[src/rtl/ibuf_row_bank6.sv]
// ibuf_row_bank6: six-bank row store for the 6:1 row-select stage; optional overrun counter under IBUF_OVERRUN_CNT_EN
module ibuf_row_bank6 #(
  parameter int DATA_W  = 8,
  parameter int ROW_LEN = 16,
  parameter int CNT_W   = 8
) (
  input  logic              SYS_CLK,
  input  logic              SYS_NRST,
  input  logic              frame_start,
  input  logic              in_valid,
  output logic              in_ready,
  input  logic [DATA_W-1:0] in_data,
  input  logic [2:0]        mux_sel,
  input  logic              rd_start,
  input  logic              rd_release,
  output logic              out_valid,
  input  logic              out_ready,
  output logic [DATA_W-1:0] out_data,
  output logic              out_last,
  output logic              mux_6_1_ctrl_update,
  output logic              mux_6_1_ctrl_reset,
  output logic              rd_err,
  output logic [5:0]        bank_full,
  output logic [15:0]       ovr_cnt
);
  localparam int DEPTH = 6 * ROW_LEN;
  localparam int AW = $clog2(DEPTH);
  typedef enum logic [1:0] {IDLE, READ, DONE} state_t;
  state_t state, state_n;
  logic [DATA_W-1:0] mem [DEPTH];
  logic [2:0] wr_bank, sel;
  logic [CNT_W-1:0] wr_cnt, rd_cnt;
  logic rel, wr_fire, wr_last, rd_last, sel_ok, start_ok, load;
  logic [7:0] full_ext;
  logic [5:0] set_mask, clr_mask;
  logic [AW-1:0] wr_addr, rd_addr;
  // Padding to 8 entries lets the illegal select codes 6/7 read as "not full"
  assign full_ext = {2'b00, bank_full};
  assign in_ready = !full_ext[wr_bank];
  assign wr_fire = in_valid && in_ready && !frame_start;
  assign wr_last = wr_cnt == CNT_W'(ROW_LEN - 1);
  assign rd_last = rd_cnt == CNT_W'(ROW_LEN - 1);
  assign sel_ok = (mux_sel <= 3'd5) && full_ext[mux_sel];
  assign start_ok = state == IDLE && rd_start && sel_ok;
  assign load = state == READ && !(out_valid && out_last) && (!out_valid || out_ready);
  assign set_mask = (wr_fire && wr_last) ? 6'b1 << wr_bank : 6'b0;
  assign clr_mask = (state == DONE && rel) ? 6'b1 << sel : 6'b0;
  assign wr_addr = AW'(wr_bank) * AW'(ROW_LEN) + AW'(wr_cnt);
  assign rd_addr = AW'(sel) * AW'(ROW_LEN) + AW'(rd_cnt);
  assign mux_6_1_ctrl_update = state == DONE;
  // Read FSM state register
  always_ff @(posedge SYS_CLK or negedge SYS_NRST)
    if (!SYS_NRST) state <= IDLE;
    else state <= state_n;
  // Read FSM next state; frame_start overrides everything
  always_comb begin
    state_n = state;
    if (frame_start) state_n = IDLE;
    else
      case (state)
        IDLE: state_n = start_ok ? READ : IDLE;
        READ: state_n = (out_valid && out_ready && out_last) ? DONE : READ;
        DONE: state_n = IDLE;
        default: state_n = IDLE;
      endcase
  end
  // Row storage; contents survive frame_start
  always_ff @(posedge SYS_CLK)
    if (wr_fire) mem[wr_addr] <= in_data;
  // Write pointers, full flags, read datapath and pulses
  always_ff @(posedge SYS_CLK or negedge SYS_NRST)
    if (!SYS_NRST) begin
      wr_bank <= '0;
      wr_cnt <= '0;
      bank_full <= '0;
      rd_cnt <= '0;
      sel <= '0;
      rel <= 1'b0;
      out_valid <= 1'b0;
      out_data <= '0;
      out_last <= 1'b0;
      mux_6_1_ctrl_reset <= 1'b0;
      rd_err <= 1'b0;
    end else begin
      mux_6_1_ctrl_reset <= frame_start;
      rd_err <= !frame_start && state == IDLE && rd_start && !sel_ok;
      if (frame_start) begin
        wr_bank <= '0;
        wr_cnt <= '0;
        bank_full <= '0;
        rd_cnt <= '0;
        out_valid <= 1'b0;
        out_last <= 1'b0;
      end else begin
        if (wr_fire) begin
          wr_cnt <= wr_last ? '0 : wr_cnt + 1'b1;
          if (wr_last) wr_bank <= (wr_bank == 3'd5) ? 3'd0 : wr_bank + 3'd1;
        end
        bank_full <= (bank_full | set_mask) & ~clr_mask;
        if (start_ok) begin
          sel <= mux_sel;
          rel <= rd_release;
          rd_cnt <= '0;
        end
        if (load) begin
          out_data <= mem[rd_addr];
          out_last <= rd_last;
          out_valid <= 1'b1;
          rd_cnt <= rd_last ? '0 : rd_cnt + 1'b1;
        end else if (out_valid && out_ready) begin
          out_valid <= 1'b0;
          out_last <= 1'b0;
        end
      end
    end
`ifdef IBUF_OVERRUN_CNT_EN
  // Saturating count of cycles where the writer was refused
  always_ff @(posedge SYS_CLK or negedge SYS_NRST)
    if (!SYS_NRST) ovr_cnt <= '0;
    else if (frame_start) ovr_cnt <= '0;
    else if (in_valid && !in_ready && ovr_cnt != 16'hFFFF) ovr_cnt <= ovr_cnt + 16'd1;
`else
  assign ovr_cnt = 16'd0;
`endif
endmodule

[config.mk]
export PLATFORM = sky130hd
export DESIGN_NAME = ibuf_row_bank6
export DESIGN_NICKNAME = d
export VERILOG_FILES = /design/src/rtl/ibuf_row_bank6.sv
export SDC_FILE = /design/constraint.sdc
export NUM_CORES = 1
export LEC_CHECK = 0
export CORE_ASPECT_RATIO = 0.8
export CORE_MARGIN = 2
export CORE_UTILIZATION = 45
export DETAILED_ROUTE_END_ITERATION = 10
export SYNTH_ARGS = -nofsm -noshare
export SYNTH_HDL_FRONTEND = slang
export SYNTH_SLANG_ARGS = --single-unit
export TNS_END_PERCENT = 100
[constraint.sdc]
create_clock -name SYS_CLK -period 3.49 [get_ports SYS_CLK]
set_input_delay 0.698 -clock SYS_CLK [delete_from_list [all_inputs] [get_ports SYS_CLK]]
set_output_delay 0.698 -clock SYS_CLK [all_outputs]
set_load 0.05 [all_outputs]
==> impl_metrics.py, run 1 <==
metrics = {
    "power": {
        "comb_power_share_pct": 2.0,
        "vdd.ir_drop.worst_uv": 377,
        "p_per_area_mw_per_mm2": 528,
        "p_int_mw": 15.8,
        "p_seq_share_pct": 54.1,
        "p_clk_share_pct": 43.9,
        "swShare_pct": 20.1,
        "power_switching_mw": 3.97,
        "finalPower_mw": 19.8,
        "p_leak_nw": 11.8,
    },
    "yosys": {
        "syn_area_mm2": 0.0322,
        "async_reset_ff_share_pct": 5.30,
        "synth_edf_count": 768,
        "synth-seq-cells": 811,
        "synthCells": 1631,
        "synthDistinctLibCells": 63,
        "synth_compound_area_share_pct": 3.25,
        "syn_area_per_cell_um2": 19.8,
        "synth_seq_area_share_pct": 74.9,
        "synthAdderAreaFrac_pct": 0.318,
        "ys.flop_type": "edfxtp_1",
        "ys_warn_count": 0,
        "synth_xor_area_share_pct": 0.237,
        "synth.area.mux_share_pct": 15.8,
        "synth_top_family_by_area": "multiplexers",
        "synth-simple-area-share_pct": 3.71,
    },
    "sta": {
        "fin_skew_ns": 0.0244,
        "finalHoldViolations": 0,
        "setup_viol": 0,
        "period_share_pct": 90.7,
        "finalSetupTns_ns": 0,
        "rsz0062_at_grt": "no",
        "whs_ns": 0.216,
        "fmax_mhz": 316,
        "slew_violations": 0,
        "tightest_slew_ns": 0.969,
        "period_minus_slack_ns": 3.17,
        "relSlewSlack_pct": 35.4,
    },
    "hold_path": {
        "hold_path.class": "input port to asynchronous set/reset pin",
    },
    "run_status": {
        "status": "finished, final reports clean",
    },
    "detailed_routing": {
        "finalWirelength_mm": 80.0,
        "drt_iter0_drc": 2318,
        "viasPerCell": 5.93,
        "vias": 16800,
        "drc": 0,
        "drtAntennaViolNets": 0,
        "dr.pass1.iters": 5,
        "wl_per_cell_um": 28.2,
    },
    "global_route": {
        "grt_usage_pct": 22.1,
        "overflow": 0,
        "antenna_found_initial": 5,
        "grt_pass1_vias": 16800,
        "grt_max_degree": 83,
        "grt_pass1_wl_mm": 117,
    },
    "cts": {
        "clock_latency_ns": 0.63,
        "cts_max_level": 3,
        "cts_tree": "yes",
        "cts_sinks": 811,
        "clk_pin_slew_ns": 0.06,
        "cts_root_buffer": "clkbuf_16",
        "hold_buffers": 0,
        "cts_max_path_buffers": 3,
        "cts-buffers-inserted": 80,
    },
    "floorplan": {
        "core.rowCount": 87,
        "core_mm2": 0.0706,
        "dieArea_mm2": 0.0738,
        "start_util_pct": 45.6,
        "die_w_um": 303,
        "ios": 54,
        "die_h_um": 243,
    },
    "setup_path": {
        "critPathMostFrequentCell": "xnor2_1",
        "critPathMaxStageDelay_ns": 0.45,
        "cp_max_fo": 8,
        "required_ns": 3.81,
        "crit_path_top_delay_cell": "dfrtp_1",
        "cp-start-kind": "flip-flop",
        "cp_num_buf_inv": 2,
        "crit_chain": "ha_1, inv_1, fa_1, xnor2_1, xnor2_1, and2_1, nand2_1, nor2_1, buf_4",
        "cp.arrival_ns": 3.48,
        "crit_family": "simple AND/OR/NAND/NOR gates",
        "cp-end-kind": "flip-flop",
        "worstSetupPathType": "flip-flop to flip-flop",
    },
    "layout": {
        "final_common_cell": "edfxtp_1",
        "layout.nets": 1868,
        "area_growth_pct": 16.1,
        "final_cell_mix": "edfxtp_1 (768), mux4_2 (186), buf_4 (165)",
        "drive_above_1_share_pct": 27.0,
        "fillers": 5462,
    },
    "job": {
        "cap_viol_max_count": 0,
    },
    "placed_design": {
        "dp_hpwl_mm": 51.6,
        "port_buffers": 37,
        "place.gp.congestion": 0.871,
    },
}
==> worst paths after layout <==
path	from	endpoint	slack (ns)	cells past startpoint
max	wr_cnt[4]	mem[83][3]	0.32	9
min	SYS_NRST	bank_full[3]	0.22	1
max reg2reg	wr_cnt[4]	mem[83][3]	0.32	9
min reg2reg	wr_cnt[7]	wr_cnt[7]	0.48	1
max in group asynchronous	SYS_NRST	rd_cnt[2]	2.59	1
min in group SYS_CLK	wr_cnt[7]	wr_cnt[7]	0.48	1
==> cell families (layout without fill, tap and decap cells) <==
logic type / after synthesis / count (layout)
other: 1 / 17
buffers and inverters: 110 / 370
adders and majority gates: 7 / 7
and+or+nand+nor: 266 / 266
AOI/OAI and AO/OA: 154 / 154
DFF: 811 / 811
xor gates and xnor gates: 7 / 7
muxes: 275 / 275
==> final cells by class <==
cell class              count  area [um^2]  area share, %
clock inverters            48          533           1.42
multi-input cells         725         7590           20.3
well taps                 934         1170           3.12
clock buffers              97         2070           5.52
inverters                  12         45.0          0.120
flip-flops and latches    811        24200           64.5
diodes                      1         2.50        0.00669
repair buffers            213         1880           5.01
==> power by group through the flow <==
stage | Sequential [mW] | Clock (mW) | Combinational, mW
2_1_floorplan | 10.9 | 0 | 0.107
3_3_place_gp | 10.9 | 0 | 0.401
3_5_place_dp | 10.9 | 0 | 0.409
4_1_cts | 10.7 | 8.81 | 0.408
5_1_grt | 10.7 | 9.20 | 0.430
6_report | 10.7 | 8.67 | 0.403
==> worst reg2reg max path: stages (launching register included) <==
cell and delay, ns:
dfrtp_1 0.45, ha_1 0.18, inv_1 0.04, fa_1 0.38, xnor2_1 0.15, xnor2_1 0.43
and2_1 0.26, nand2_1 0.30, nor2_1 0.41, buf_4 0.26
==> layer usage <==
| metal | vias to the layer above | track usage, % | share of wire, % |
|---|---|---|---|
| met5 | - | 0 | 0.026 |
| met4 | 4 | 5.98 | 2.5 |
| met3 | 120 | 5.78 | 9.2 |
| met2 | 746 | 30.4 | 43 |
| met1 | 8902 | 34.8 | 46 |
| li1 | 7070 | - | - |
==> per-stage QoR <==
stage                     util (%)  cells  setup WS [ns]  instance area, um^2
after global placement        49.3   2695          0.234                34800
after global routing          53.0   2840         0.0775                37400
after CTS                     53.0   2840        0.00304                37400
after detailed placement      49.3   2695          0.200                34800
final                         53.0   2841          0.324                37400
after floorplan                  -   1646          0.494                32300
==> synth_stat cells, drive strengths merged, types with 10 or more instances <==
master	instances	share of area [%]
o31ai	20	0.47
dfrtp	43	3.3
a22oi	28	0.65
nand2	60	0.70
o21ai	28	0.43
edfxtp	768	72
buf	73	1.4
mux2	16	0.56
a21oi	23	0.36
inv	12	0.14
mux4	186	13
nor2b	18	0.35
a31oi	10	0.19
nor2	128	1.5
nand3	15	0.23
mux2i	73	2.3
clkbuf	25	0.29
==> flip-flops by register name (all words and copies together), names as in the netlist <==
signal / count
out_last: 1
rel: 1
wr_cnt: 8
wr_bank: 3
out_data: 8
state: 2
sel: 3
bank_full: 6
rd_err: 1
mux_6_1_ctrl_reset: 1
out_valid: 1
mem: 768
rd_cnt: 8
==> what timing repair did <==
item                                   4_1_cts  5_1_grt
endpoints found under the hold margin        0        0
setup endpoints to repair                    0        1
buffers inserted                             0        0
resized for setup                            0        1
(Power assumes the default switching activity.)
==> inputs of run 2 (changes only) <==
CAP_MARGIN = 20   (was default)
==> results of run 2 <==
Final layout, timing and power as in run 1 (identical DEF).
==> patch 1, RTL diff (flow settings as in run 2) <==
Put one more register stage on the output `rd_err`, cleared by the reset. The value now appears one clock later. The other outputs are not delayed to match.
--- a/src/rtl/ibuf_row_bank6.sv
+++ b/src/rtl/ibuf_row_bank6.sv
@@ -28,2 +28,4 @@
   typedef enum logic [1:0] {IDLE, READ, DONE} state_t;
+
+  logic rd_err_s0;
   state_t state, state_n;
@@ -82,6 +84,6 @@
       mux_6_1_ctrl_reset <= 1'b0;
-      rd_err <= 1'b0;
+      rd_err_s0 <= 1'b0;
     end else begin
       mux_6_1_ctrl_reset <= frame_start;
-      rd_err <= !frame_start && state == IDLE && rd_start && !sel_ok;
+      rd_err_s0 <= !frame_start && state == IDLE && rd_start && !sel_ok;
       if (frame_start) begin
@@ -124,2 +126,10 @@
 `endif
+  always_ff @(posedge SYS_CLK or negedge SYS_NRST) begin
+    if (!SYS_NRST) begin
+      rd_err <= '0;
+    end else begin
+      rd_err <= rd_err_s0;
+    end
+  end
+
 endmodule
Function: changed (Yosys sat finds a counterexample within 4 cycles, from zero or initial values and one cycle with SYS_NRST low).
==> patch 1 against run 2 <==
  * Final area is 0.89% lower
  * Sequential power barely moved
  * Power shrank 0.61%
  * Area after synthesis shrank 0.48%
  * Global-route usage decreased by 0.87 points
  * Synthesized cell count increased by 2.4%
  * Sequential cell count up 1
  * Wire length shrank 4.3%
  * Non-clock buffer count decreased by 15
  * Worst setup slack worse by 180 ps
  * Combinational power down 7.7%
  * Highest routed layer is now met4
==> patch 1: results (changes against run 2) <==
Status - finished clean
CP max-delay cell - nor4_1
Share of layout cells above drive strength 1 - 24.5% (-2.4 points)
Fin cells - 2857 (+0.56%)
Cell variety after synth - 56 (-11%)
Vias - 16.7k (-1.0%)
Antenna violations before repair - 0 (-5)
Worst slew margin - 28.1% (-7.3 points)
Pleak - 11.7 nW (-0.90%)
Complex-gate fraction of the synthesized area - 3.45% (+0.20 points)
Number of nets in the layout - 1885 (+0.91%)
# Post-CTS Setup Buffers - 0 (unchanged)
Total track usage - 21.2% (-0.87 points)
CTS Buf Count - 79 (-1.3%)
Worst vdd ir - 0.395 mV (+4.8%)
Dpl ws - 399 ps (+199 ps)
Seq/Total Area, Yosys - 75.3% (+0.44 points)
DP Area - 34400 sq um (-1.1%)
Worst EP arrival - 3880 ps (+400 ps)
Post-synth top cells - 768 x edfxtp_1, 169 x mux4_2, 150 x nor2_1
Vias in the first global route - 16.4k (-2.1%)
Filler cells - 5586 (+2.3%)
Gpl congestion - 0.886 (+1.7%)
Synth Instances - 1670 (+2.4%)
Crit-path max cell delay - 780 ps (+330 ps)
Routed wire length - 76600 um (-4.3%)
CTS H-tree lvls - 3 (unchanged)
Post-synth ARST share - 5.42% (+0.12 points)
Final Instance Area - 37100 sq um (-0.89%)
Synth area leaders - edfxtp_1 72%, mux4_2 12%, dfrtp_1 3.4%, mux2i_1 2.4%, nor2_1 1.8%
Post-synthesis xor/xnor area fraction - 0.246% (+0.0089 points)
Proportion of synthesized area in mux cells - 14.7% (-1.1 points)
HPWL after detailed placement - 48000 um (-6.9%)
I/O Buffers - 37 (unchanged)
CP Max Fanout - 14 (+6)
Initial DRC count - 1745 (-25%)
Switching power of the nets - 0.00387 W (-2.6%)
First-pass GRT wire length - 112000 um (-4.0%)
# placed instances - 2711 (+0.59%)
[patch 1: cell types whose count changed after synthesis, moves of 6 or more]
cell             run 2  this run
o22ai_1              9        48
a22oi_1             28        15
o31ai_1             20         2
buf_4               25        19
nor4_1               1        15
clkbuf_1            25        35
nor3_1               6        18
o21ai_0             27        36
nand2_1             60        42
mux4_2             186       169
nor2_1             128       150
[patch 1: path summary, 6_finish.rpt]
path | start | endpoint | slack (ps) | cells past startpoint
worst min-delay path | SYS_NRST | bank_full[3] | 170 | 1
max in group asynchronous | SYS_NRST | wr_bank[0] | 2640 | 2
min in group SYS_CLK | rd_err_s0 | rd_err | 350 | 0
worst min register to register | rd_err_s0 | rd_err | 350 | 0
worst max register to register | sel[0] | out_data[1] | 140 | 7
worst max-delay path | sel[0] | out_data[1] | 140 | 7
[patch 1: layout make-up]
type                            instances  area share, %
Clock buffer                           93           5.64
Clock inverter                         51           1.37
Inverter                               11          0.111
Multi-Input combinational cell        758           20.0
Sequential cell                       812           65.2
Tap cell                              934           3.15
Timing Repair Buffer                  198           4.53
[patch 1: power by group through the flow]
stage | Combinational (W) | Clock, W | Sequential [W]
floorplan | 0.000107 | 0 | 0.0109
finish | 0.000372 | 0.00858 | 0.0107
detailed placement | 0.000371 | 0 | 0.0109
global route | 0.000400 | 0.00914 | 0.0107
global placement | 0.000365 | 0 | 0.0109
CTS | 0.000371 | 0.00875 | 0.0107
[patch 1: layer usage]
metal	up-vias	routed length [um]	global-route usage, %
li1	7144	-	-
met1	8729	33900	32.0
met2	691	34700	31.2
met3	105	6420	5.41
met4	0	1550	4.93
met5	-	0	0
[patch 1: worst register-to-register path, delay by kind of cell, from the launching register on]
kind	cells	cell delay [ps]
compound gates	2	450
fa+ha+maj	1	490
buf+inv	2	720
flops	1	470
simple gates	2	1130
==> patch 2, RTL diff (settings of run 2) <==
Without the edit above. The option `IBUF_OVERRUN_CNT_EN` is turned on by a define.
--- a/src/rtl/ibuf_row_bank6.sv
+++ b/src/rtl/ibuf_row_bank6.sv
@@ -1,2 +1,4 @@
 // ibuf_row_bank6: six-bank row store for the 6:1 row-select stage; optional overrun counter under IBUF_OVERRUN_CNT_EN
+`define IBUF_OVERRUN_CNT_EN
+
 module ibuf_row_bank6 #(
Behaviour: same outputs for any inputs over 4 cycles, from zero or initial values and one cycle with SYS_NRST low; that may be too few to reach the edited logic, so the function may still have changed.
==> patch 2 against run 2 <==
  * Clock skew up 3.4 ps
  * Final area up 2.3%
  * Area after synthesis up 1.8%
  * Worst hold slack better by 150 ps
  * Cell count up 3.0%
  * Sequential cell count up 16
  * Worst setup slack worse by 200 ps
  * Highest routed layer is now met4
  * Power up 0.27%
  * Global-route usage down 0.71 points
  * Synthesized cell count up 3.7%
  * Largest cell class unchanged
  * Wire length down 0.81%
  * Maximum frequency down 6.0%
==> patch 2: results (changes against run 2) <==
Antenna violations before repair - 0 (-5)
Worst-Skew Late Latency - 650 ps (+20 ps)
Hold WC Path Type - input pin to flop
HPWL after detailed placement - 49300 um (-4.4%)
GRT met2 Usage - 31.8% (+1.4 points)
Largest delay contributor family on the critical path - multiplexers
Pleak - 12.1 nW (+2.8%)
Seq/Total Area, Yosys - 74.7% (-0.12 points)
DP Area - 35600 sq um (+2.1%)
Initial DRC count - 2000 (-14%)
CP max-delay cell - mux4_2
Pre-antenna DRT Iters - 6 (+1)
First-pass GRT wire length - 117000 um (about the same)
Worst vdd ir - 0.352 mV (-6.7%)
Clock skew - 27.7 ps (+3.36 ps)
Gpl congestion - 0.879 (+0.86%)
Number of nets in the layout - 1946 (+4.2%)
Met3 Usage GRT - 5.11% (-0.67 points)
Status - finished clean
CTS Buf Count - 81 (+1.3%)
Number of diodes - 0 (-1)
Post-synth ARST share - 7.13% (+1.8 points)
Worst EP arrival - 2670 ps (-810 ps)
Largest net degree at the start of global routing - 97 (+17%)
Pin slew with the least headroom to its limit - 846 ps (-123 ps)
Vias - 17.2k (+2.0%)
Reg-to-reg setup timing slack - 270 ps (-50 ps)
Cell variety after synth - 62 (-1.6%)
Synth area leaders - edfxtp_1 70%, mux4_2 13%, dfrtp_1 4.5%, nor2_1 1.6%, mux2i_1 1.4%
==> patch 2: power by group through the flow <==
stage | clock network, W | logic, W | registers [W]
after floorplan | 0 | 0.0000500 | 0.0111
after global placement | 0 | 0.000327 | 0.0111
after detailed placement | 0 | 0.000337 | 0.0111
after CTS | 0.00878 | 0.000336 | 0.0109
after global routing | 0.00917 | 0.000377 | 0.0108
final | 0.00861 | 0.000350 | 0.0109
==> patch 2: repair_timing <==
| item | CTS | global route |
|---|---|---|
| endpoints found under the setup margin | 1 | 1 |
| gates resized for setup | 1 | 1 |
| endpoints found under the hold margin | 0 | 7 |
| hold buffers | 0 | 1 |
==> patch 2: final timing paths <==
path / startpoint / end
hold / removal: frame_start / wr_cnt[3]
setup reg to reg: wr_bank[0] / mem[28][4]
setup / recovery: wr_bank[0] / in_ready
hold reg to reg: state[0] / rd_err
min in group asynchronous: SYS_NRST / ovr_cnt[8]
max in group asynchronous: SYS_NRST / rd_cnt[1]
==> patch 2: per-stage QoR <==
step / power (W) / hold WS [ps] / cells / setup slack (ps)
after detailed placement: 0.0114 / 509 / 2776 / 272
after global placement: 0.0114 / 503 / 2776 / 255
after floorplan: 0.0111 / 402 / 1692 / 614
final: 0.0198 / 363 / 2925 / 120
after global routing: 0.0204 / 362 / 2925 / 9.44
after CTS: 0.0200 / 246 / 2919 / 68.5
==> patch 2: final cells by class <==
| type | instances | area, sq um |
|---|---|---|
| clock buffers | 98 | 2110 |
| clock inverters | 45 | 484 |
| fillers | 5611 | 33800 |
| inverters | 16 | 60.1 |
| multi-input cells | 757 | 7830 |
| flip-flops and latches | 827 | 24600 |
| well taps | 945 | 1180 |
| repair buffers | 237 | 2080 |
==> patch 2: per-layer routing <==
layer / part of all wire [%] / wire [um]
met1: 45 / 35600
met2: 45 / 35900
met3: 8.3 / 6590
met4: 1.7 / 1330
met5: 0 / 0
==> patch 2: kinds of logic (layout without fill, tap and decap cells) <==
logic type	count (synthesis)	in the layout	share of synthesized area, %
buffers and inverters	108	396	1.43
and+or+nand+nor	332	332	4.88
AOI/OAI and AO/OA	153	153	3.05
DFF	827	827	74.7
muxes	253	253	15.2
adders and majority gates	8	8	0.351
xor gates and xnor gates	11	11	0.335
